==> config.mk <==
export PLATFORM = sky130hd
export DESIGN_NAME = if_stage
export DESIGN_NICKNAME = d
export VERILOG_FILES = /design/src/rtl/if_pkg.sv /design/src/rtl/next_pc_sel.sv /design/src/rtl/if_stage.sv
export SDC_FILE = /design/constraint.sdc
export NUM_CORES = 1
export LEC_CHECK = 0
export CAP_MARGIN = 20
export CELL_PAD_IN_SITES_DETAIL_PLACEMENT = 1
export CELL_PAD_IN_SITES_GLOBAL_PLACEMENT = 2
export CORE_ASPECT_RATIO = 1.25
export CORE_UTILIZATION = 23
export CTS_BUF_LIST = sky130_fd_sc_hd__clkbuf_2 sky130_fd_sc_hd__clkbuf_4 sky130_fd_sc_hd__clkbuf_8
export DETAILED_ROUTE_END_ITERATION = 12
export PLACE_DENSITY = 0.9
export SYNTH_ARGS = -nofsm -noshare
export SYNTH_HDL_FRONTEND = slang
export SYNTH_SLANG_ARGS = --single-unit
==> constraint.sdc <==
create_clock -name clk -period 2.2 [get_ports clk]
set_clock_uncertainty 0.1 [all_clocks]
set_input_delay 0.44 -clock clk [delete_from_list [all_inputs] [get_ports clk]]
set_output_delay 0.44 -clock clk [all_outputs]
set_load 0.05 [all_outputs]
==> src/rtl/if_pkg.sv <==
// Shared definitions for the instruction-fetch stage: default widths, HALT opcode, FSM encoding.
// Latency: n/a (types and constants only).
// Backpressure: n/a.
package if_pkg;

    localparam int AW_DEF = 6;
    localparam int IW_DEF = 16;
    localparam int CW_DEF = 16;

    // Opcode in the top nibble of an instruction that stops fetch
    localparam logic [3:0] HALT_OP_DEF = 4'hF;

    // Instruction word loaded into IF/ID on reset
    localparam logic [IW_DEF-1:0] NOP = '0;

    typedef enum logic {
        RUN    = 1'b0,
        HALTED = 1'b1
    } state_t;

endpackage

==> src/rtl/next_pc_sel.sv <==
// Next-PC mux and incrementer feeding the PC register input.
// Latency: purely combinational, 0 cycles.
// Backpressure: stall or hold recirculates pc_cur; redirect overrides both.
module next_pc_sel
    import if_pkg::*;
#(
    parameter int AW = AW_DEF
) (
    input  logic          rst,
    input  logic          br_taken,
    input  logic [AW-1:0] br_target,
    input  logic          stall,
    input  logic          hold,
    input  logic [AW-1:0] pc_cur,
    output logic [AW-1:0] pc_next
);

    // Priority: reset, redirect, stall, halt hold, then sequential increment (wraps naturally)
    always_comb begin
        pc_next = pc_cur + AW'(1);
        if (rst) begin
            pc_next = '0;
        end else if (br_taken) begin
            pc_next = br_target;
        end else if (stall || hold) begin
            pc_next = pc_cur;
        end
    end

endmodule

==> src/rtl/if_stage.sv <==
// Instruction fetch: drives imem from pc_cur, picks the next PC, registers the fetched word into IF/ID.
// Latency: pc_cur to ifid_* is 1 cycle; imem_addr and pc_next are combinational.
// Backpressure: stall holds PC and IF/ID; branch flushes IF/ID and redirects; HALT freezes fetch until redirect or reset.
module if_stage
    import if_pkg::*;
#(
    parameter int         AW      = AW_DEF,
    parameter int         IW      = IW_DEF,
    parameter logic [3:0] HALT_OP = HALT_OP_DEF,
    parameter int         CW      = CW_DEF
) (
    input  logic          clk,
    input  logic          rst,
    input  logic [AW-1:0] pc_cur,
    output logic [AW-1:0] pc_next,
    output logic [AW-1:0] imem_addr,
    input  logic [IW-1:0] imem_rdata,
    input  logic          stall,
    input  logic          br_taken,
    input  logic [AW-1:0] br_target,
    output logic [IW-1:0] ifid_instr,
    output logic [AW-1:0] ifid_pc,
    output logic          ifid_valid,
    output logic          halted,
    output logic [CW-1:0] fetch_count
);

    state_t state_q;
    state_t state_d;
    logic   is_halt_op;
    logic   load_instr;
    logic   valid_d;
    logic   pc_hold;

    assign imem_addr  = pc_cur;
    assign is_halt_op = (imem_rdata[IW-1 -: 4] == HALT_OP);
    assign halted     = (state_q == HALTED);

    // PC stays put while halted and also on the cycle the HALT word itself is fetched
    assign pc_hold = (state_q == HALTED) || is_halt_op;

    next_pc_sel #(
        .AW (AW)
    ) u_next_pc_sel (
        .rst       (rst),
        .br_taken  (br_taken),
        .br_target (br_target),
        .stall     (stall),
        .hold      (pc_hold),
        .pc_cur    (pc_cur),
        .pc_next   (pc_next)
    );

    // Next state and IF/ID load decision, same priority as the PC mux
    always_comb begin
        state_d    = state_q;
        load_instr = 1'b0;
        valid_d    = ifid_valid;
        if (br_taken) begin
            state_d = RUN;
            valid_d = 1'b0;
        end else if (stall) begin
            valid_d = ifid_valid;
        end else if (state_q == HALTED) begin
            valid_d = 1'b0;
        end else begin
            load_instr = 1'b1;
            valid_d    = 1'b1;
            if (is_halt_op) begin
                state_d = HALTED;
            end
        end
    end

    // State, IF/ID register and saturating delivered-instruction counter
    always_ff @(posedge clk) begin
        if (rst) begin
            state_q     <= RUN;
            ifid_instr  <= IW'(NOP);
            ifid_pc     <= '0;
            ifid_valid  <= 1'b0;
            fetch_count <= '0;
        end else begin
            state_q    <= state_d;
            ifid_valid <= valid_d;
            if (load_instr) begin
                ifid_instr <= imem_rdata;
                ifid_pc    <= pc_cur;
                if (fetch_count != {CW{1'b1}}) begin
                    fetch_count <= fetch_count + CW'(1);
                end
            end
        end
    end

endmodule

==> results of run 1 <==
## cells in the mapped netlist (all sizes together)
| master | number | area (sq um) |
|---|---|---|
| and4bb | 1 | 12.51 |
| a211oi | 4 | 30.03 |
| xnor2 | 1 | 8.760 |
| nand4 | 7 | 50.05 |
| nand2b | 1 | 6.260 |
| or3 | 5 | 31.28 |
| nor4 | 1 | 12.51 |
| or4 | 10 | 75.07 |
| buf | 10 | 65.06 |
| and4 | 2 | 17.52 |
| nand3 | 12 | 65.06 |
| o21a | 2 | 15.01 |
| a21oi | 39 | 195.2 |
| and2 | 3 | 18.77 |
| clkbuf | 9 | 33.78 |
| nor2 | 9 | 33.78 |
| o21ai | 3 | 15.01 |
| o21ba | 1 | 10.01 |
| nor3 | 3 | 26.28 |
| a311oi | 1 | 8.760 |
| xor2 | 4 | 35.03 |
| and3 | 4 | 25.02 |
| dfxtp | 40 | 800.8 |
| nand2 | 50 | 187.7 |
| inv | 4 | 15.01 |
| o31ai | 12 | 90.09 |
| or2 | 1 | 6.260 |
| clkinv | 1 | 3.750 |
| ha | 2 | 25.02 |
| nor3b | 1 | 7.510 |
## stage by stage
| stage | hold slack, ns | area [sq um] | power (mW) | setup slack (ns) |
|---|---|---|---|---|
| 3_5_place_dp | 0.3494 | 3107 | 1.218 | -0.2862 |
| 6_report | 0.2786 | 3257 | 1.818 | -0.001439 |
| 5_1_grt | 0.2774 | 3257 | 1.895 | -0.05635 |
| 2_1_floorplan | 0.4760 | 1996 | 1.006 | 0.05229 |
| 4_1_cts | 0.3629 | 3238 | 1.843 | 0.003907 |
| 3_3_place_gp | 0.3411 | 3107 | 1.210 | -0.2761 |
## tightest hold or removal path, cell delays in order
cell and delay (ns):
clkbuf_2 0.10, nand2_1 0.05, a21oi_1 0.05
## registers in the layout (all words and copies together) (netlist names)
signal	flops
halted	1
fetch_count	16
ifid_pc	6
ifid_instr	16
ifid_valid	1
## final timing paths
check | depth (start not counted) | slack, ns | to
max | 6 | -0.001 | pc_next[4]
min | 3 | 0.28 | ifid_instr[12]$_SDFFE_PP0P_
max reg2reg | 5 | 0.14 | fetch_count[4]$_SDFFE_PP0P_
min reg2reg | 2 | 0.36 | ifid_instr[12]$_SDFFE_PP0P_
## cells in the final DEF, fill, tap and decap left out, types with 2 or more instances in the layout
master and count:
and2_1 3, buf_4 18, a211oi_4 4, clkdlybuf4s15_1 2
and3_1 3, or3_1 5, xor2_2 2, a21oi_1 39
dlymetal6s2s_1 5, inv_1 4, o31ai_1 12, xor2_1 2
clkbuf_2 6, buf_12 13, nand3_2 2, nand4_1 6
o21a_1 2, or4_1 10, nor3_1 2, buf_6 2
clkdlybuf4s50_1 53, dfxtp_1 39, o21ai_0 3, nand2_1 50
clkbuf_8 5, dlygate4sd2_1 3, and4_1 2, nor2_1 8
nand3_1 10
## area by class of cell
cell class	count	area share, %
clock inverters	3	1.306
flip-flops and latches	40	24.70
repair buffers	103	33.54
inverters	5	0.5763
clock buffers	5	2.113
multi-input cells	179	34.11
well taps	95	3.650
## cells by family after synthesis
logic type,Yosys count
xor+xnor,5
buf+inv,24
compound gates,62
fa+ha+maj,2
simple gates,110
flops,40
## power by group through the flow
stage                     Sequential (mW)  Combinational (mW)  Clock (mW)
after detailed placement            0.775               0.443           0
after floorplan                     0.848               0.158           0
after global routing                0.759               0.466       0.670
after global placement              0.774               0.436           0
final                               0.756               0.439       0.622
after CTS                           0.758               0.442       0.643
## layer usage
metal / share of wire [%] / routed length, um
met5: 0 / 0
met4: 0.98 / 63
met3: 5.8 / 372
met2: 53 / 3389
met1: 40 / 2601
## what timing repair did
action                                  4_1_cts  5_1_grt
endpoints found under the setup margin        6       11
pin swaps                                    13        5
gates resized for setup                      19       21
buffers inserted                              1        1
hold buffers                                  0        0
==> results.yml, run 1 <==
run_status:
  status: "finished, violations left"
  violations: "design-rule violations, negative setup slack"
sta:
  finalHoldViolCount: 0
  min_period_ns: 2.201
  period_share_pct: 100.1
  setup_ws_ns: -0.001439
  rsz0062_at_grt: "yes"
  setup_tns_ns: -0.001439
  relSlewSlack_pct: 59.57
  slew_violations: 0
  max_freq_mhz: 454.2
  worst_slew_pin_slew_ns: 0.6014
  setup_viol: 1
setup_path:
  crit_path_cell_trace: "clkdlybuf4s15_1 -> ha_2 -> nand4_1 -> xor2_2 -> a211oi_4 -> buf_12"
  timing.rr.start: "fetch_count[1]$_SDFFE_PP0P_"
  startpoint: "pc_cur[0]"
  slowest_stage: "a211oi_4"
  cp.required_ns: 1.66
  path_max_fanout: 3
  cp-start-kind: "input port"
  cp.arrival_ns: 1.66
  end_kind: "output pin"
  max_stage_delay_ns: 0.27
  crit_type: "in2out"
  crit_family: "buffers and inverters"
  timing.critical_path.buf_inv: 2
hold_path:
  hold_path_class: "in2reg"
  hp-start: "imem_rdata[12]"
clocking:
  cts_made_buffers: 5
  clkTransAtPathRegs_ns: 0.09
  clk_path_buf_depth: 2
  cts_sinks: 40
  cts_root_buf: "clkbuf_8"
  htree_levels: 2
  cts_tree: "done"
  worstSkewPairLatency_ns: 0.30
drt:
  wl_per_cell_um: 14.94
  vias: 2122
  firstDrtPassIters: 8
  via_per_inst: 4.935
  drt_drc_violations_left: 6
  wl_um: 6426
  ant_nets: 0
  drt_iter0_drc: 57
grt:
  met1_usage_pct: 16.96
  grt_pass1_vias: 2271
  use_met2_pct: 28.69
  grt_max_degree: 28
  grt_first_pass_wirelength_um: 10920
  overflow: 0
  grt.busiest_layer: "met2"
  antenna_found_initial: 0
  use_met3_pct: 4.524
  grt_usage_pct: 15.36
logic_synthesis:
  synth_adder_area_share_pct: 1.299
  synth_nets: 277
  synth-seq-cells: 40
  synthCells: 243
  synth_top_family_by_area: "simple AND/OR/NAND/NOR gates"
  synth_compound_area_share_pct: 18.90
  synthesis.area_sq_mm: 0.001927
  synthDistinctLibCells: 34
  synth_seq_area_share_pct: 41.56
  synthMuxAreaShare_pct: 0
  synth.yosys.warnings: 0
  yosys.area_share.xor_xnor_pct: 2.273
  syn_avg_cell_area_sq_um: 7.929
  synthSimpleGateAreaFrac_pct: 29.87
power_and_ir_drop:
  internal_power_mw: 1.268
  clkPwrFrac_pct: 34.2
  power_leakage_nw: 1.225
  p_per_area_mw_per_mm2: 558.1
  p_sw_share_pct: 30.25
  vdd_ir_drop_max_mv: 0.2317
  seqPwrFrac_pct: 41.6
  power.switching_uw: 549.9
  pwr-share-comb_pct: 24.2
floorplan:
  initial_core_util_pct: 24.17
  row_count: 36
  coreArea_sq_mm: 0.007973
  dieHeight_um: 104.3
  pin_count: 84
  die_w_um: 83.87
  design.die.area_sq_mm: 0.008750
finish:
  nNetsFinal: 368
  n_antenna_cell: 0
  fin_cells: 430
  fin_util_pct: 40.85
  syn2layout_area_growth_pct: 69.03
  multi_input_area_sq_mm: 0.001111
  drive_gt1_share_pct: 20.00
  fillers: 937
  register_area_sq_um: 804.5
place:
  place_congestion: 0.7817
  hpwl_um: 4760
  io_buffer_count: 83
  place_inst: 420
flow_run:
  maxCapViolCount: 0
No activity file was read; power rests on OpenSTA's default activity.
==> run 2, diff against run 1 <==
SKIP_LAST_GASP = 1   (was unset)
==> results.yml, run 2 (synthesis results as in run 1) <==
floorplan:
  row_count: 36
  die_w_um: 83.87
  coreArea_sq_mm: 0.007973
  initial_core_util_pct: 24.17
  pin_count: 84
  design.die.area_sq_mm: 0.008750
  dieHeight_um: 104.3
finish:
  n_antenna_cell: 0
  final_common_cell: "clkdlybuf4s50_1"
  final_cell_mix: "clkdlybuf4s50_1 (53), nand2_1 (50), a21oi_1 (39), dfxtp_1 (39), buf_4 (18)"
  design_area_sq_mm: 0.003257
  nNetsFinal: 368
  largestRegisters: "fetch_count (16), ifid_instr (16), ifid_pc (6)"
  syn2layout_area_growth_pct: 69.03
  drive_gt1_share_pct: 20.00
setup_path:
  slowest_stage: "a211oi_4"
  max_stage_delay_ns: 0.27
  crit_path_end: "pc_next[4]"
  path_max_fanout: 3
  timing.rr.start: "fetch_count[1]$_SDFFE_PP0P_"
  r2r_end: "fetch_count[4]$_SDFFE_PP0P_"
  rrSetupSlack_ns: 0.14
  startpoint: "pc_cur[0]"
  r2r_cells: 5
  end_kind: "output pin"
  crit_path_cell_trace: "clkdlybuf4s15_1 -> ha_2 -> nand4_1 -> xor2_2 -> a211oi_4 -> buf_12"
  cp-start-kind: "input port"
  cp.arrival_ns: 1.66
  cp.required_ns: 1.66
  crit_family: "buffers and inverters"
  timing.critical_path.buf_inv: 2
  worst-path-stages: 6
  crit_type: "in2out"
sta:
  rsz0062_at_grt: "yes"
  min_period_ns: 2.201
  period_share_pct: 100.1
  setup_ws_ns: -0.001439
  finalHoldViolCount: 0
  relSlewSlack_pct: 59.57
  max_freq_mhz: 454.2
  setup_viol: 1
  slew_violations: 0
  worst_slew_pin_slew_ns: 0.6014
drt:
  via_per_inst: 4.935
  drt_drc_violations_left: 6
  drt_iter0_drc: 59
  ant_nets: 0
  vias: 2122
  wl_per_cell_um: 14.94
  firstDrtPassIters: 8
  wl_um: 6426
clocking:
  cts_made_buffers: 5
  clkTransAtPathRegs_ns: 0.09
  cts_sinks: 40
  cts_tree: "done"
  clk_path_buf_depth: 2
  worstSkewPairLatency_ns: 0.30
  htree_levels: 2
  cts_root_buf: "clkbuf_8"
grt:
  overflow: 0
  antenna_found_initial: 0
  use_met3_pct: 4.524
  grt_usage_pct: 15.36
  grt_max_degree: 28
  grt.busiest_layer: "met2"
  grt_first_pass_wirelength_um: 10920
  use_met2_pct: 28.69
  met1_usage_pct: 16.96
  grt_pass1_vias: 2271
power_and_ir_drop:
  vdd_ir_drop_max_mv: 0.2317
  finalPower_mw: 1.818
  power_leakage_nw: 1.225
  p_per_area_mw_per_mm2: 558.1
flow_run:
  maxCapViolCount: 0
place:
  place_congestion: 0.7817
  io_buffer_count: 83
  placed_area_sq_mm: 0.003107
  hpwl_um: 4760
run_status:
  status: "finished, violations left"
  violations: "design-rule violations, negative setup slack"
hold_path:
  hold_path_class: "in2reg"
==> run 2: cell counts in the layout (fill, tap and decap cells not counted) <==
Identical to the previous run, type by type.
==> run 2: worst min path at each step <==
stage	from	endpoint	slack, ns	cells after the start
after floorplan	pc_cur[0]	ifid_pc[0]$_SDFFE_PP0P_	0.48	2
after global placement	ifid_instr[6]$_SDFFE_PP0P_	ifid_instr[6]$_SDFFE_PP0P_	0.34	2
after detailed placement	ifid_instr[10]$_SDFFE_PP0P_	ifid_instr[10]$_SDFFE_PP0P_	0.35	2
after CTS	ifid_instr[10]$_SDFFE_PP0P_	ifid_instr[10]$_SDFFE_PP0P_	0.36	2
after global routing	imem_rdata[13]	ifid_instr[13]$_SDFFE_PP0P_	0.28	3
final	imem_rdata[12]	ifid_instr[12]$_SDFFE_PP0P_	0.28	3
==> run 2: layout make-up <==
| cell class | instances | area, sq um |
|---|---|---|
| fillers | 937 | 4716 |
| multi-input cells | 179 | 1111 |
| repair buffers | 103 | 1092 |
| flip-flops and latches | 40 | 804.5 |
| well taps | 95 | 118.9 |
| clock buffers | 5 | 68.82 |
| clock inverters | 3 | 42.54 |
| inverters | 5 | 18.77 |
==> run 2: report_power, final <==
group | leakage (nW) | switching, mW | internal (mW)
Clock | 0.0541 | 0.286 | 0.336
Combinational | 0.845 | 0.251 | 0.188
Sequential | 0.326 | 0.0123 | 0.744
==> run 2: worst min-delay path, stage by stage <==
cell,delay (ns)
clkbuf_2,0.10
nand2_1,0.05
a21oi_1,0.05
==> run 2: layer usage <==
metal	up-vias	wire length, um
met2	56	3389
li1	1037	-
met3	6	372
met5	-	0
met4	0	63
met1	1023	2601
==> run 2: what timing repair did <==
action                                  4_1_cts  5_1_grt
endpoints found under the setup margin        6       11
pin swaps                                    13        5
resized for setup                            19       21
endpoints found under the hold margin         0        0
setup buffers                                 1        1
hold buffers                                  0        0
==> run 2: stage by stage <==
step	worst slack [ns]	setup TNS, ns	cells	hold slack, ns	utilization, %
CTS	0.003907	0	429	0.3629	40.62
floorplan	0.05229	0	243	0.4760	-
detailed placement	-0.2862	-3.772	420	0.3494	38.97
global placement	-0.2761	-2.864	420	0.3411	38.97
finish	-0.001439	-0.001439	430	0.2786	40.85
global route	-0.05635	-0.06400	430	0.2774	40.85
==> run 3, diff against run 2 <==
CELL_PAD_IN_SITES_DETAIL_PLACEMENT = unset   (was 1)
CELL_PAD_IN_SITES_GLOBAL_PLACEMENT = unset   (was 2)
CORE_UTILIZATION = 43   (was 23)
PLACE_DENSITY = 0.91   (was 0.9)
SLEW_MARGIN = 20   (was unset)
==> results.yml, run 3 (synthesis results as in run 1) <==
run_status:
  status: "finished, violations left"
  violations: "negative setup slack"
finish:
  largestRegisters: "fetch_count (16), ifid_instr (16), ifid_pc (6)"
  fillers: 269
  drive_gt1_share_pct: 20.29
  n_antenna_cell: 0
  final_common_cell: "clkdlybuf4s50_1"
  nNetsFinal: 373
  final_cell_mix: "clkdlybuf4s50_1 (53), nand2_1 (48), a21oi_1 (39), dfxtp_1 (39), buf_4 (21)"
  syn2layout_area_growth_pct: 71.36
floorplan:
  pin_count: 84
  design.die.area_sq_mm: 0.004754
  initial_core_util_pct: 45.92
  coreArea_sq_mm: 0.004197
  dieHeight_um: 76.84
  die_w_um: 61.88
  row_count: 26
clocking:
  htree_levels: 2
  clkTransAtPathRegs_ns: 0.07
  cts_sinks: 40
  worstSkewPairLatency_ns: 0.30
  clk_path_buf_depth: 2
  cts_made_buffers: 5
  cts_tree: "done"
  cts_hold_buf: 0
  cts_root_buf: "clkbuf_8"
hold_path:
  hold_path_class: "reg2reg"
place:
  place_congestion: 0.8376
  hpwl_um: 4198
  io_buffer_count: 83
  post-place-ws_ns: -0.3440
sta:
  worst_slew_pin_slew_ns: 0.5716
  min_period_ns: 2.303
  slew_violations: 0
  max_freq_mhz: 434.2
  finalHoldViolCount: 0
  setup_viol: 2
  relSlewSlack_pct: 61.58
  rsz0062_at_grt: "yes"
  setup_ws_ns: -0.1031
  period_share_pct: 104.7
grt:
  antenna_found_initial: 0
  grt_usage_pct: 27.24
  grt_max_degree: 29
  overflow: 0
  grt_first_pass_wirelength_um: 9777
  grt_pass1_vias: 2116
drt:
  ant_nets: 0
  wl_um: 6340
  firstDrtPassIters: 4
  drt_iter0_drc: 278
  wl_per_cell_um: 16.01
  via_per_inst: 5.616
  vias: 2224
  drt_drc_violations_left: 0
power_and_ir_drop:
  p_per_area_mw_per_mm2: 551.4
  power_leakage_nw: 1.285
  vdd_ir_drop_max_mv: 0.5852
  finalPower_mw: 1.821
setup_path:
  crit_type: "in2out"
  cp-start-kind: "input port"
  path_max_fanout: 5
  end_kind: "output pin"
  cp.required_ns: 1.66
  cp.arrival_ns: 1.76
flow_run:
  maxCapViolCount: 0
## run 3: changes by cell type in the layout (fill, tap and decap cells not counted), moves of 2 or more
cell and change:
buf_4 +3, nand2_1 -2, dlygate4sd2_1 +2, clkbuf_2 -5
clkdlybuf4s15_1 +2
## run 3: area by class of cell
class,instances,area [sq um],area share [%]
Timing Repair Buffer,108,1171,35.47
Multi-Input combinational cell,179,1125,34.07
Sequential cell,40,804.5,24.37
Clock buffer,6,76.32,2.311
Tap cell,56,70.07,2.122
Clock inverter,2,35.03,1.061
Inverter,5,20.02,0.6063
## run 3: where the power goes
group	total (mW)	switching (mW)	internal [mW]
sequential	0.757	0.0133	0.744
combinational	0.454	0.257	0.197
clock	0.610	0.261	0.349
total	1.82	0.531	1.29
## run 3: timing repair
item,CTS,global route
setup endpoints to repair,6,12
buffers inserted,1,3
pin swaps,13,8
resized for setup,30,12
## run 3: path summary, 6_finish.rpt
check,end,start,slack (ns),cells past startpoint
setup / recovery,pc_next[4],pc_cur[1],-0.10,6
hold / removal,ifid_pc[3]$_SDFFE_PP0P_,ifid_pc[3]$_SDFFE_PP0P_,0.36,2
setup reg to reg,fetch_count[3]$_SDFFE_PP0P_,fetch_count[0]$_SDFFE_PP0P_,0.15,5
hold reg to reg,ifid_pc[3]$_SDFFE_PP0P_,ifid_pc[3]$_SDFFE_PP0P_,0.36,2
## run 3: routing by layer
layer / vias up / wire, um / track usage (%) / share of wire (%)
li1: 1047 / - / - / -
met1: 1049 / 2338 / 30.22 / 37
met2: 107 / 3438 / 46.99 / 54
met3: 21 / 387 / 7.757 / 6.1
met4: 0 / 175 / 10.44 / 2.8
met5: - / 0 / 0 / 0
## run 3: worst max-delay path, stage by stage
cell             delay [ns]
clkdlybuf4s15_2        0.26
ha_2                   0.21
nand4_1                0.15
xor2_2                 0.20
a211oi_4               0.32
buf_12                 0.18
## run 3: through the flow
stage	std cells	TNS (ns)	cell area (sq um)	util, %	hold slack [ns]
2_1_floorplan	243	0	1996	-	0.4760
3_3_place_gp	384	-2.899	3070	73.17	0.3408
3_5_place_dp	384	-3.742	3070	73.17	0.3465
4_1_cts	393	0	3239	77.19	0.3570
5_1_grt	396	-0.2371	3302	78.68	0.3749
6_report	396	-0.1525	3302	78.68	0.3552
